<file path="src/rtl/alu_pkg.sv">
`default_nettype none
// ============================================================================
// Module      : alu_pkg
// Description : Shared widths, ALU opcodes and arbiter state encoding.
// Revision    : 1.0
// ============================================================================
package alu_pkg;

    localparam int WIDTH = 64;
    localparam int OPW   = 4;

    localparam logic [OPW-1:0] OP_ADD = 4'd0;
    localparam logic [OPW-1:0] OP_SUB = 4'd1;
    localparam logic [OPW-1:0] OP_AND = 4'd2;
    localparam logic [OPW-1:0] OP_OR  = 4'd3;
    localparam logic [OPW-1:0] OP_XOR = 4'd4;

    typedef enum logic [1:0] {
        IDLE = 2'd0,
        EXEC = 2'd1,
        RESP = 2'd2
    } arb_state_t;

endpackage
`default_nettype wire

</file>
<file path="src/rtl/ALU.sv">
`default_nettype none
// ============================================================================
// Module      : ALU
// Description : Shared combinational ALU; undefined opcodes yield zero.
// Revision    : 1.0
// ============================================================================
module ALU #(
    parameter int WIDTH = 64,
    parameter int OPW   = 4
) (
    input  logic [WIDTH-1:0] A,
    input  logic [WIDTH-1:0] B,
    input  logic [OPW-1:0]   op,
    output logic [WIDTH-1:0] F,
    output logic             Z
);
    import alu_pkg::*;

    always_comb begin
        F = '0;
        case (op)
            OP_ADD:  F = A + B;
            OP_SUB:  F = A - B;
            OP_AND:  F = A & B;
            OP_OR:   F = A | B;
            OP_XOR:  F = A ^ B;
            default: F = '0;
        endcase
    end

    assign Z = (F == '0);

endmodule
`default_nettype wire

</file>
<file path="src/rtl/rr_arb2.sv">
`default_nettype none
// ============================================================================
// Module      : rr_arb2
// Description : Combinational two-way round-robin grant; a lone valid always wins.
// Revision    : 1.0
// ============================================================================
module rr_arb2 (
    input  logic v0,
    input  logic v1,
    input  logic last,
    output logic g0,
    output logic g1
);
    // On a tie the requester that did not win last time is favoured.
    assign g0 = v0 & (~v1 | last);
    assign g1 = v1 & (~v0 | ~last);

endmodule
`default_nettype wire

</file>
<file path="src/rtl/alu_arbiter.sv">
`default_nettype none
// ============================================================================
// Module      : alu_arbiter
// Description : Round-robin sequencer sharing one ALU between two requesters.
// Revision    : 1.0
// ============================================================================
module alu_arbiter #(
    parameter int WIDTH = alu_pkg::WIDTH,
    parameter int OPW   = alu_pkg::OPW
) (
    input  logic             clk,
    input  logic             reset,
    input  logic             req0_valid,
    output logic             req0_ready,
    input  logic [WIDTH-1:0] req0_a,
    input  logic [WIDTH-1:0] req0_b,
    input  logic [OPW-1:0]   req0_op,
    input  logic             req1_valid,
    output logic             req1_ready,
    input  logic [WIDTH-1:0] req1_a,
    input  logic [WIDTH-1:0] req1_b,
    input  logic [OPW-1:0]   req1_op,
    output logic             rsp_valid,
    input  logic             rsp_ready,
    output logic             rsp_id,
    output logic [WIDTH-1:0] rsp_f,
    output logic             rsp_z
);
    import alu_pkg::*;

    arb_state_t       r_state;
    arb_state_t       w_state_nxt;
    logic             r_last;
    logic [WIDTH-1:0] r_a;
    logic [WIDTH-1:0] r_b;
    logic [OPW-1:0]   r_op;
    logic             r_id;
    logic             r_rsp_valid;
    logic             r_rsp_id;
    logic [WIDTH-1:0] r_rsp_f;
    logic             r_rsp_z;
    logic             w_g0;
    logic             w_g1;
    logic             w_idle;
    logic [WIDTH-1:0] w_f;
    logic             w_z;

    rr_arb2 u_rr (
        .v0   (req0_valid),
        .v1   (req1_valid),
        .last (r_last),
        .g0   (w_g0),
        .g1   (w_g1)
    );

    // The ALU only ever sees the captured operands, never live requester inputs.
    ALU #(
        .WIDTH (WIDTH),
        .OPW   (OPW)
    ) u_alu (
        .A  (r_a),
        .B  (r_b),
        .op (r_op),
        .F  (w_f),
        .Z  (w_z)
    );

    assign w_idle     = (r_state == IDLE) && !reset;
    assign req0_ready = w_idle & w_g0;
    assign req1_ready = w_idle & w_g1;

    always_comb begin
        w_state_nxt = r_state;
        case (r_state)
            IDLE:    if (w_g0 | w_g1) w_state_nxt = EXEC;
            EXEC:    w_state_nxt = RESP;
            RESP:    if (rsp_ready) w_state_nxt = IDLE;
            default: w_state_nxt = IDLE;
        endcase
    end

    always_ff @(posedge clk) begin
        if (reset) begin
            r_state     <= IDLE;
            r_last      <= 1'b1;
            r_a         <= '0;
            r_b         <= '0;
            r_op        <= '0;
            r_id        <= 1'b0;
            r_rsp_valid <= 1'b0;
            r_rsp_id    <= 1'b0;
            r_rsp_f     <= '0;
            r_rsp_z     <= 1'b0;
        end else begin
            r_state <= w_state_nxt;
            case (r_state)
                IDLE: begin
                    if (w_g0 | w_g1) begin
                        r_a    <= w_g1 ? req1_a  : req0_a;
                        r_b    <= w_g1 ? req1_b  : req0_b;
                        r_op   <= w_g1 ? req1_op : req0_op;
                        r_id   <= w_g1;
                        r_last <= w_g1;
                    end
                end
                EXEC: begin
                    r_rsp_f     <= w_f;
                    r_rsp_z     <= w_z;
                    r_rsp_id    <= r_id;
                    r_rsp_valid <= 1'b1;
                end
                RESP: begin
                    if (rsp_ready) r_rsp_valid <= 1'b0;
                end
                default: ;
            endcase
        end
    end

    assign rsp_valid = r_rsp_valid;
    assign rsp_id    = r_rsp_id;
    assign rsp_f     = r_rsp_f;
    assign rsp_z     = r_rsp_z;

endmodule
`default_nettype wire

</file>
<file path="config.mk">
export PLATFORM = sky130hd
export DESIGN_NAME = alu_arbiter
export DESIGN_NICKNAME = d
export VERILOG_FILES = /design/src/rtl/alu_pkg.sv /design/src/rtl/ALU.sv /design/src/rtl/rr_arb2.sv /design/src/rtl/alu_arbiter.sv
export SDC_FILE = /design/constraint.sdc
export NUM_CORES = 1
export LEC_CHECK = 0
export CAP_MARGIN = 5
export CORE_ASPECT_RATIO = 0.8
export CORE_UTILIZATION = 40
export DETAILED_ROUTE_END_ITERATION = 16
export PLACE_DENSITY = 0.62
export SLEW_MARGIN = 20
export SYNTH_ARGS = -nofsm -noshare
export SYNTH_HDL_FRONTEND = slang
export SYNTH_SLANG_ARGS = --single-unit
</file>
<file path="constraint.sdc">
create_clock -name clk -period 6.75 [get_ports clk]
set_clock_uncertainty 0.15 [all_clocks]
set_input_delay 1.35 -clock clk [delete_from_list [all_inputs] [get_ports clk]]
set_output_delay 1.35 -clock clk [all_outputs]
set_load 0.005 [all_outputs]
</file>
==> summary.md <==
| Metric | Value |
|---|---|
| Largest stage delay on the critical path | 560 ps |
| CP delay by family, top | simple AND/OR/NAND/NOR gates |
| Cell-internal power | 3.20 mW |
| Initial DRC count | 1,294 |
| Pre-Repair DR Iteration Count | 6 |
| Site row count | 66 |
| Design Area, Final | 0.0219 mm^2 |
| Sw Ratio | 41.2% |
| Mapped Cells | 2,174 |
| WP data arrival | 6720 ps |
| P_sw | 2.24 mW |
| Asr flop ratio synth | 0% |
| Post-synth EDFFs | 0 |
| VDD IR max | 171 uV |
| Synth top cells by count | nor2_1, dfxtp_1, ha_1 |
| Hold_ws | 316 ps |
| Adder-cell share of the synthesized area | 14.4% |
| Mux contribution to synthesized area | 7.85% |
| Die Area | 0.0429 mm^2 |
| Hpwl dp | 50.3 mm |
| Layout Nets | 2,940 |
| Post-synthesis sequential area ratio | 24.1% |
| Vias in the first global route | 16.6k |
| GP Congestion | 1.01 |
| Pre-CTS WS | 470 ps |
| Finished Layout Cells | 3,038 |
| Max-slew violations | 0 |
| Sequential share of power | 28.3% |
| CP Cell Sequence | or3_4, or4_4, or4_4, or2_4, nor3b_4, nand2_1, o21ai_1, buf_4, nand2_1, xnor2_1, ha_1, nand4_1, or4_1, o21a_1, o41ai_1, buf_4, a221oi_1, xnor2_1, a21oi_1, or4b_1, nor3_2, a31o_1 |
| FILL cells | 3,941 |
| Total Power | 5.45 mW |
| Post-synthesis register bit count | 203 |
| Syn_nets | 2,636 |
| Largest family of logic cells by synthesized area | compound AO/OA/AOI/OAI gates |
| Worst Slack Setup Final | 374 ps |
| Worst-path clk slew | 60 ps |
| CP Buf/Inv Count | 2 |
| RSZ-0062 raised after global routing | false |
| Outcome | finished clean |
| Layout cells sized above 1 | 6.02% |
| Number of vias per cell | 5.70 |
| Die Span X | 231 um |
| # Max-Cap Violations | 0 |
| Via Count | 17.3k |
| DR DRC count | 0 |
| Critical Path End Type | flip-flop |
| Pin count of the biggest net entering global routing | 155 |
| Worst Setup Path Type | reg2reg |
| # setup viols final | 0 |
| Synth area leaders | dfxtp_1, ha_1, mux2i_1 |
| Ys flop type | dfxtp_1 |
| WL/cell | 20.5 um |
| Initial Utilization | 41.0% |
| HP Class | reg2reg |
| First-pass GRT wire length | 96.0 mm |
| CTS Sinks | 203 |
| TritonCTS Buffers | 23 |
| H-Tree Depth | 1 |
| Total grt overflow | 0 |
| Relative slew slack | 32.0% |
| CTS tree | yes |
| Final core occ | 53.3% |
| Synth Warn # | 0 |
| Total placed cells including tap cells | 2,997 |
| Worst skew pair latency | 550 ps |
| Die Y | 186 um |
| Antenna Nets Post-Route | 0 |
| Syn-to-layout area delta | 29.8% |
| Placed cell area | 0.0211 mm^2 |
| CP Launch Type | flip-flop |
| Compound-Gate Fraction of Synth Area | 25.1% |
| Clock root buffer | clkbuf_16 |
| CP Data Required Time | 7090 ps |
| Slew @ Worst Pin | 1020 ps |
| XOR/XNOR Fraction of Synth Area | 6.40% |
| Total core area | 0.0410 mm^2 |
| Final Hold Fails | 0 |
| Final period util | 94.5% |
| Post-Synth Simple-Gate Area | 15.8% |
| Clock tree buffer depth | 3 |
| IO buf count | 337 |
| CP max-delay cell | or4_1 |
| Yosys cell types | 71 |
| Final worst path period need | 6380 ps |
| Pwr/cell area | 249 mW/mm^2 |
| Final WL | 62.3 mm |
| Post-CTS Hold Fix Bufs | 0 |
| Area leader, netlist | dfxtp_1 |
| Initial antenna violation count | 5 |
| Post-synth top area share | 24.1% |
| Lkg Pwr | 8.71 nW |
| Post-Synthesis Cell Area | 0.0168 mm^2 |
| Syn avg cell area | 7.75 um^2 |
| Setup TNS | 0 ps |
| Combinational share of power | 47.9% |
| Clock power frac | 23.8% |
| Max Freq | 157 MHz |
| Most frequent cell after synthesis | nor2_1 |
| All-Layer GR Usage | 28.5% |
| # IOs | 338 |
| CP Max Fanout | 6 |
per-layer routing:
metal | vias to the layer above | wire length (um) | track usage, %
met5 | - | 27 | 0
met4 | 4 | 1490 | 7.34
met3 | 82 | 5330 | 6.34
met2 | 652 | 26300 | 43.2
met1 | 8112 | 29200 | 40.4
li1 | 8460 | - | -
layout by cell type (no fill, tap or decap), types with 5 or more instances in the layout:
cell type / synthesis / final
clkdlybuf4s50_1: 0 / 336
nor2_1: 296 / 296
dfxtp_1: 203 / 203
ha_1: 192 / 192
a211oi_1: 175 / 175
a21oi_1: 142 / 141
inv_1: 139 / 139
o21ai_0: 136 / 136
mux2i_1: 132 / 132
nand2_1: 115 / 115
xnor2_1: 92 / 92
buf_4: 0 / 84
a22oi_1: 45 / 45
nand4_1: 37 / 37
nor3_1: 37 / 34
xor2_1: 31 / 31
a221oi_1: 25 / 24
clkbuf_16: 0 / 23
nor4_1: 18 / 17
a31oi_1: 17 / 17
a21o_1: 15 / 15
nand3_1: 14 / 14
o21ai_1: 14 / 14
o31ai_1: 12 / 11
nor2b_1: 12 / 11
o21bai_1: 10 / 10
o211ai_1: 10 / 10
and3_1: 9 / 9
nand2b_1: 10 / 9
o21a_1: 10 / 9
clkbuf_8: 0 / 7
and2_1: 8 / 6
o41ai_1: 6 / 6
and4_1: 5 / 5
path summary, 6_finish.rpt:
kind	start	end	slack, ps	cells after the start
min reg2reg	r_id	rsp_id	320	2
max	r_b[2]	rsp_z	370	22
max reg2reg	r_b[2]	rsp_z	370	22
min	r_id	rsp_id	320	2
kinds of logic after synthesis:
logic type | Yosys count
AOI/OAI and AO/OA | 651
xor gates and xnor gates | 123
adders and majority gates | 193
buffers and inverters | 285
DFF | 203
muxes | 132
and+or+nand+nor | 587
registers in the layout (all words and copies together) (netlist names):
signal / cells
r_state: 2
r_op: 4
rsp_f: 64
rsp_id: 1
r_last: 1
rsp_valid: 1
r_b: 64
r_id: 1
r_a: 64
rsp_z: 1
power by group through the flow:
stage / logic, mW / registers, mW / clock network (mW)
after floorplan: 1.59 / 1.49 / 0
after global placement: 2.55 / 1.56 / 0
after detailed placement: 2.56 / 1.56 / 0
after CTS: 2.57 / 1.54 / 1.33
after global routing: 2.86 / 1.56 / 1.37
final: 2.61 / 1.54 / 1.30
worst register-to-register path, stage by stage (launching register included):
cell	delay, ps
dfxtp_1	370
or3_4	430
or4_4	470
or4_4	490
or2_4	290
nor3b_4	370
nand2_1	120
o21ai_1	240
buf_4	190
nand2_1	60
xnor2_1	130
ha_1	310
nand4_1	160
or4_1	560
o21a_1	280
o41ai_1	380
buf_4	190
a221oi_1	80
xnor2_1	150
a21oi_1	180
or4b_1	470
nor3_2	120
a31o_1	160
repair_timing:
| item | in CTS | in global routing |
|---|---|---|
| resized for setup | 0 | 6 |
| setup endpoints to repair | 0 | 1 |
| setup buffers | 0 | 0 |
cell type report:
cell class,count,area [um^2],area share [%]
clock inverter,5,82.6,0.378
multi-input combinational,1686,11800,53.8
antenna,2,5.00,0.0229
tap,544,681,3.11
inverter,141,529,2.42
sequential,203,4060,18.6
clock buffer,34,687,3.14
timing repair buffer,423,4050,18.5
Note: power is estimated with default switching activity, not from simulation.
